==> config.mk <==
export PLATFORM = sky130hd
export DESIGN_NAME = ehl_wdt_rst_seq
export DESIGN_NICKNAME = d
export VERILOG_FILES = /design/src/rtl/ehl_wdt_rst_pkg.sv /design/src/rtl/ehl_wdt_rst_regs.sv /design/src/rtl/ehl_wdt_rst_seq.sv
export SDC_FILE = /design/constraint.sdc
export NUM_CORES = 1
export LEC_CHECK = 0
export BUFFER_PORTS_ARGS = -buffer_cell sky130_fd_sc_hd__buf_2
export CORE_AREA = 2 2 55 70
export CTS_CLUSTER_DIAMETER = 40
export DETAILED_ROUTE_END_ITERATION = 10
export DIE_AREA = 0 0 57 72
export GPL_TIMING_DRIVEN = 1
export HOLD_SLACK_MARGIN = 0.08
export PLACE_DENSITY = 0.88
export RECOVER_POWER = 100
export SYNTH_ARGS = -nofsm -noshare
export SYNTH_HDL_FRONTEND = slang
export SYNTH_HIERARCHICAL = 1
export SYNTH_SLANG_ARGS = --single-unit
==> constraint.sdc <==
create_clock -name clk_i -period 2.5 [get_ports clk_i]
set_clock_uncertainty 0.1 [all_clocks]
set_input_delay 0.25 -clock clk_i [delete_from_list [all_inputs] [get_ports clk_i]]
set_output_delay 0.25 -clock clk_i [all_outputs]
set_load 0.02 [all_outputs]
==> src/rtl/ehl_wdt_rst_pkg.sv <==
// Shared types and constants for the watchdog reset sequencer: FSM states,
// register word offsets, software reset key and CAUSE bit positions.
package ehl_wdt_rst_pkg;

  typedef enum logic [1:0] {
    StIdle   = 2'd0,
    StAssert = 2'd1,
    StSettle = 2'd2
  } state_e;

  localparam logic [4:0] OffCause  = 5'h00;
  localparam logic [4:0] OffSwrst  = 5'h04;
  localparam logic [4:0] OffWdtCnt = 5'h08;

  // Registers are word-aligned; decode on addr[4:2] only.
  localparam logic [2:0] IdxCause  = OffCause[4:2];
  localparam logic [2:0] IdxSwrst  = OffSwrst[4:2];
  localparam logic [2:0] IdxWdtCnt = OffWdtCnt[4:2];

  localparam logic [7:0] SwKey = 8'hA5;

  localparam int unsigned CauseBitPor = 0;
  localparam int unsigned CauseBitWdt = 1;
  localparam int unsigned CauseBitSw  = 2;
  localparam int unsigned CauseBitExt = 3;

  localparam logic [3:0] CauseReset = 4'(1 << CauseBitPor);

endpackage

==> src/rtl/ehl_wdt_rst_regs.sv <==
// Register file for the reset sequencer: reset cause capture, watchdog reset
// counter, software key decode and combinational read mux.
module ehl_wdt_rst_regs
  import ehl_wdt_rst_pkg::*;
#(
  parameter int unsigned WIDTH = 32
) (
  input  logic             clk_i,
  input  logic             reset_i,
  input  logic             idle_i,
  input  logic             wdt_rst_req_i,
  input  logic             ext_rst_req_i,
  input  logic             wr_i,
  input  logic             rd_i,
  input  logic [4:0]       addr_i,
  input  logic [WIDTH-1:0] wdata_i,
  output logic             sw_trig_o,
  output logic [WIDTH-1:0] rdata_o
);

  logic [3:0] cause_q, cause_d;
  logic [7:0] wdt_cnt_q, wdt_cnt_d;
  logic [2:0] word;
  logic       wr_cause, wr_swrst, wr_wdt_cnt, capture;

  assign word       = addr_i[4:2];
  assign wr_cause   = wr_i && (word == IdxCause);
  assign wr_swrst   = wr_i && (word == IdxSwrst);
  assign wr_wdt_cnt = wr_i && (word == IdxWdtCnt);

  // Key writes only count as a trigger while the sequencer is idle.
  assign sw_trig_o = idle_i && wr_swrst && (wdata_i[7:0] == SwKey);
  assign capture   = idle_i && (wdt_rst_req_i || ext_rst_req_i || sw_trig_o);

  always_comb begin
    cause_d = cause_q;
    if (wr_cause) begin
      cause_d = cause_q & ~wdata_i[3:0];
    end
    // Capture is applied after W1C so it wins a same-cycle collision.
    if (capture) begin
      cause_d              = '0;
      cause_d[CauseBitWdt] = wdt_rst_req_i;
      cause_d[CauseBitSw]  = sw_trig_o;
      cause_d[CauseBitExt] = ext_rst_req_i;
    end else if (!idle_i && ext_rst_req_i) begin
      cause_d[CauseBitExt] = 1'b1;
    end
  end

  always_comb begin
    wdt_cnt_d = wr_wdt_cnt ? 8'h00 : wdt_cnt_q;
    if (capture && wdt_rst_req_i && (wdt_cnt_d != 8'hFF)) begin
      wdt_cnt_d = wdt_cnt_d + 8'd1;
    end
  end

  always_ff @(posedge clk_i) begin
    if (reset_i) begin
      cause_q   <= CauseReset;
      wdt_cnt_q <= 8'h00;
    end else begin
      cause_q   <= cause_d;
      wdt_cnt_q <= wdt_cnt_d;
    end
  end

  always_comb begin
    rdata_o = '0;
    if (rd_i) begin
      case (word)
        IdxCause:  rdata_o[3:0] = cause_q;
        IdxWdtCnt: rdata_o[7:0] = wdt_cnt_q;
        default:   rdata_o      = '0;
      endcase
    end
  end

  logic unused_bits;
  assign unused_bits = ^{addr_i[1:0], wdata_i[WIDTH-1:8]};

endmodule

==> src/rtl/ehl_wdt_rst_seq.sv <==
// Watchdog reset sequencer: merges watchdog, external and software-key reset
// requests into a timed ASSERT/SETTLE sequence driving sys_rst and wdt_reset_n.
module ehl_wdt_rst_seq
  import ehl_wdt_rst_pkg::*;
#(
  parameter int unsigned WIDTH         = 32,
  parameter int unsigned ASSERT_CYCLES = 16,
  parameter int unsigned SETTLE_CYCLES = 4,
  parameter int unsigned CNT_W         = 8
) (
  input  logic             clk_i,
  input  logic             reset_i,
  input  logic             wdt_rst_req_i,
  input  logic             ext_rst_req_i,
  output logic             sys_rst_o,
  output logic             wdt_reset_n_o,
  input  logic             wr_i,
  input  logic             rd_i,
  input  logic [4:0]       addr_i,
  input  logic [WIDTH-1:0] wdata_i,
  output logic [WIDTH-1:0] rdata_o
);

  localparam logic [CNT_W-1:0] AssertLast = CNT_W'(ASSERT_CYCLES - 1);
  localparam logic [CNT_W-1:0] SettleLast = CNT_W'(SETTLE_CYCLES - 1);

  state_e           state_q, state_d;
  logic [CNT_W-1:0] cnt_q, cnt_d;
  logic             sys_rst_q, wdt_reset_n_q;
  logic             idle, sw_trig, trigger;

  assign idle    = (state_q == StIdle);
  assign trigger = wdt_rst_req_i || ext_rst_req_i || sw_trig;

  ehl_wdt_rst_regs #(
    .WIDTH(WIDTH)
  ) u_regs (
    .clk_i        (clk_i),
    .reset_i      (reset_i),
    .idle_i       (idle),
    .wdt_rst_req_i(wdt_rst_req_i),
    .ext_rst_req_i(ext_rst_req_i),
    .wr_i         (wr_i),
    .rd_i         (rd_i),
    .addr_i       (addr_i),
    .wdata_i      (wdata_i),
    .sw_trig_o    (sw_trig),
    .rdata_o      (rdata_o)
  );

  always_comb begin
    state_d = state_q;
    cnt_d   = cnt_q + CNT_W'(1);
    unique case (state_q)
      StIdle: begin
        cnt_d = '0;
        if (trigger) begin
          state_d = StAssert;
        end
      end
      StAssert: begin
        // External request re-arms and holds the counter at zero.
        if (ext_rst_req_i) begin
          cnt_d = '0;
        end else if (cnt_q == AssertLast) begin
          state_d = StSettle;
          cnt_d   = '0;
        end
      end
      StSettle: begin
        if (ext_rst_req_i) begin
          state_d = StAssert;
          cnt_d   = '0;
        end else if (cnt_q == SettleLast) begin
          state_d = StIdle;
          cnt_d   = '0;
        end
      end
      default: begin
        state_d = StAssert;
        cnt_d   = '0;
      end
    endcase
  end

  always_ff @(posedge clk_i) begin
    if (reset_i) begin
      state_q       <= StAssert;
      cnt_q         <= '0;
      sys_rst_q     <= 1'b1;
      wdt_reset_n_q <= 1'b0;
    end else begin
      state_q       <= state_d;
      cnt_q         <= cnt_d;
      sys_rst_q     <= (state_d != StIdle);
      wdt_reset_n_q <= (state_d != StAssert);
    end
  end

  assign sys_rst_o     = sys_rst_q;
  assign wdt_reset_n_o = wdt_reset_n_q;

endmodule

==> run_results.csv <==
group,metric,value,unit
worst_setup_path,path_cells,"inv_1 > ha_1 > and4bb_1 > nand4_2 > inv_1 > o41a_1 > a2111oi_2 > clkbuf_1 > nand3_1",
place,gp_congestion,0.795,
floorplanning,fp.dieH,72,µm
finish,area_growth,6.42,%
run,cap_violations,0,
global_routing,grt_pass1_wl,4870,µm
global_routing,grt-ovfl-total,0,
worst_setup_path,critPathMaxFanout,5,
clocking,ctsRootBufferMaster,"clkbuf_8",
power_and_ir_drop,p_total,0.782,mW
worst_setup_path,required,2.54,ns
finish,postLayoutCellArea,1640,µm²
finish,antennaDiodeCount,0,
worst_setup_path,worst_path_most_repeated_cell,"inv_1",
floorplanning,rows,24,
sta,worst_pin_slew,0.728,ns
drt,detail_route.wl_per_cell,12.2,µm
finish,regArea,480,µm²
logic_synthesis,synth.avg_cell_area,9.00,µm²
sta,tns,0,ns
sta,finalHoldViolCount,0,
sta,slew_headroom,0.509,
global_routing,antenna_found_initial,0,
logic_synthesis,async_reset_ff_frac,0,
worst_setup_path,max_stage_delay,0.44,ns
logic_synthesis,synthTopCellsByArea,"dfxtp_1 31%, buf_4 12%, ha_1 4.1%",
logic_synthesis,synth_top_flop_cell,"dfxtp_1",
global_routing,grt_max_degree,14,
sta,maxSlewViolCount,0,
floorplanning,start_util,0.450,
global_routing,grt_pass1_vias,1178,
logic_synthesis,yosysSeqAreaShare,0.312,
logic_synthesis,synth-edff-count,0,
clocking,hold_buffers,0,
drt,drtIter0Drc,23,
clocking,post-cts-setup-buffers,0,
clocking,cts_tree,"built",
worst_setup_path,worst_setup_path_start_kind,"flip-flop",
clocking,worstSkewPairLatency,0.27,ns
worst_setup_path,worstPathArrival,2.27,ns
sta,finalWorstPathRequiredPeriod,2.23,ns
floorplanning,die_w,57,µm
place,placed_area,1620,µm²
drt,drc,0,
logic_synthesis,yosysTopAreaCell,"dfxtp_1",
drt,dr.pass1.iters,6,
worst_setup_path,cp_num_buf_inv,3,
floorplanning,dieArea,4100,µm²
logic_synthesis,yosys_warnings,6,
drt,post_drt_via_cell_ratio,5.18,
clocking,htreeDepth,1,
logic_synthesis,synth_top_area_frac,0.312,
logic_synthesis,netlist_area,1540,µm²
worst_setup_path,path_delay_family,"compound AO/OA/AOI/OAI gates",
floorplanning,core_area,3420,µm²
power_and_ir_drop,p_leak,0.749,nW
sta,rsz0062_at_grt,"false",
logic_synthesis,syn_inst,171,
place,dp_slack,0.187,ns
finish,multi_input_area,886,µm²
logic_synthesis,synth_seq_cells,24,
power_and_ir_drop,ir_drop,0.374,mV
finish,drive_gt1_frac,0.145,
clocking,clkSinkCount,24,
outcome,outcome,"finished clean",
worst_setup_path,endpoint_kind,"flip-flop",
sta,fmax,448,MHz
hold_path,hold_path.class,"in -> reg",
finish,nNetsFinal,249,
drt,drtAntennaViolNets,0,
floorplanning,ios,77,
sta,fin_crit_sh,0.893,
global_routing,track_usage,0.148,
clocking,numCtsBuffers,3,
power_and_ir_drop,power_density,477,nW/µm²
clocking,clk_pin_slew_worst_paths,0.08,ns
drt,vias,1238,
place,dp_hpwl,2270,µm
drt,drt-total-wl,2920,µm
logic_synthesis,synth_common_cells,"24 x buf_4, 24 x dfxtp_1, 15 x nor2_1, 11 x inv_1",
place,port-buffer-count,26,
worst_setup_path,crit_slowest_cell,"dfxtp_1",
worst_setup_path,path_class,"reg -> reg",
sta,setup_viol,0,
sta,setup_ws,0.268,ns
logic_synthesis,synth_cell_type_count,51,
finish,n_fill_cell,348,
clocking,cts_buffer_depth,2,
worst paths after layout:
check / start / to / slack (ns) / depth (start not counted)
worst max-delay path: state_q[0] / sys_rst_o / 0.27 / 9
worst min-delay path: wdata_i[2] / u_regs/cause_q[2] / 0.18 / 3
worst max register to register: state_q[0] / sys_rst_o / 0.27 / 9
worst min register to register: cnt_q[0] / cnt_q[0] / 0.34 / 1
per-layer routing:
layer | global-route usage | vias to the layer above | wire (µm) | part of all wire
met4 | 0.0620 | 0 | 51 | 0.017
met3 | 0.0250 | 5 | 122 | 0.042
met2 | 0.286 | 29 | 1530 | 0.53
met5 | 0 | - | 0 | 0
met1 | 0.156 | 574 | 1210 | 0.42
li1 | - | 630 | - | -
sequential cells by signal (all words and copies together) (netlist names):
register,flops
cnt_q,8
state_q,2
sys_rst_o,1
u_regs/cause_q,4
u_regs/wdt_cnt_q,8
wdt_reset_n_o,1
layout by cell type (no fill, tap or decap), types with 2 or more instances in the layout:
master	count
dfxtp_1	24
conb_1	24
buf_2	17
nor2_1	15
inv_1	11
clkbuf_1	11
and3_1	7
a21oi_1	7
nand2_1	7
xor2_1	5
ha_1	5
mux2i_1	5
nor3_1	5
nand3_1	4
clkbuf_8	4
a31oi_1	3
nor3b_1	2
a21boi_0	2
o21ai_0	2
nor2b_1	2
nor4b_1	2
nand4_1	2
o2bb2ai_1	2
and4_1	2
a211o_2	2
a2111oi_0	2
tightest hold or removal path: cells and delay by family:
kind            cells  cell delay (ns)
compound gates      2             0.16
buf+inv             1             0.09
power by group:
group	internal, mW	switching [mW]	total (mW)
combinational	0.0373	0.0823	0.120
clock	0.141	0.122	0.262
sequential	0.393	0.00715	0.400
total	0.571	0.211	0.782
what timing repair did:
action | CTS | global route
setup endpoints to repair | 0 | 3
gates resized for setup | 0 | 2
hold endpoints to repair | 0 | 0
cells by family (layout without fill, tap and decap cells):
family / count (synthesis) / count (layout) / synth area share
AOI/OAI and AO/OA: 30 / 30 / 0.157
and+or+nand+nor: 63 / 63 / 0.267
adders and majority gates: 5 / 5 / 0.0407
xor gates and xnor gates: 6 / 6 / 0.0341
DFF: 24 / 24 / 0.312
buffers and inverters: 37 / 43 / 0.154
other: 1 / 24 / 0.00244
muxes: 5 / 5 / 0.0325
final cells by class:
cell class,count,area share
clock buffer,4,0.0336
inverter,11,0.0252
multi-input combinational,133,0.541
sequential,24,0.293
tap,39,0.0298
timing repair buffer,28,0.0772
per-stage QoR:
stage,util,hold slack [ns],instances
finish,0.478,0.180,239
global route,0.478,0.201,239
CTS,0.490,0.169,239
detailed placement,0.474,0.331,235
global placement,0.474,0.323,235
floorplan,-,0.219,194
No activity file was read; power rests on OpenSTA's default activity.
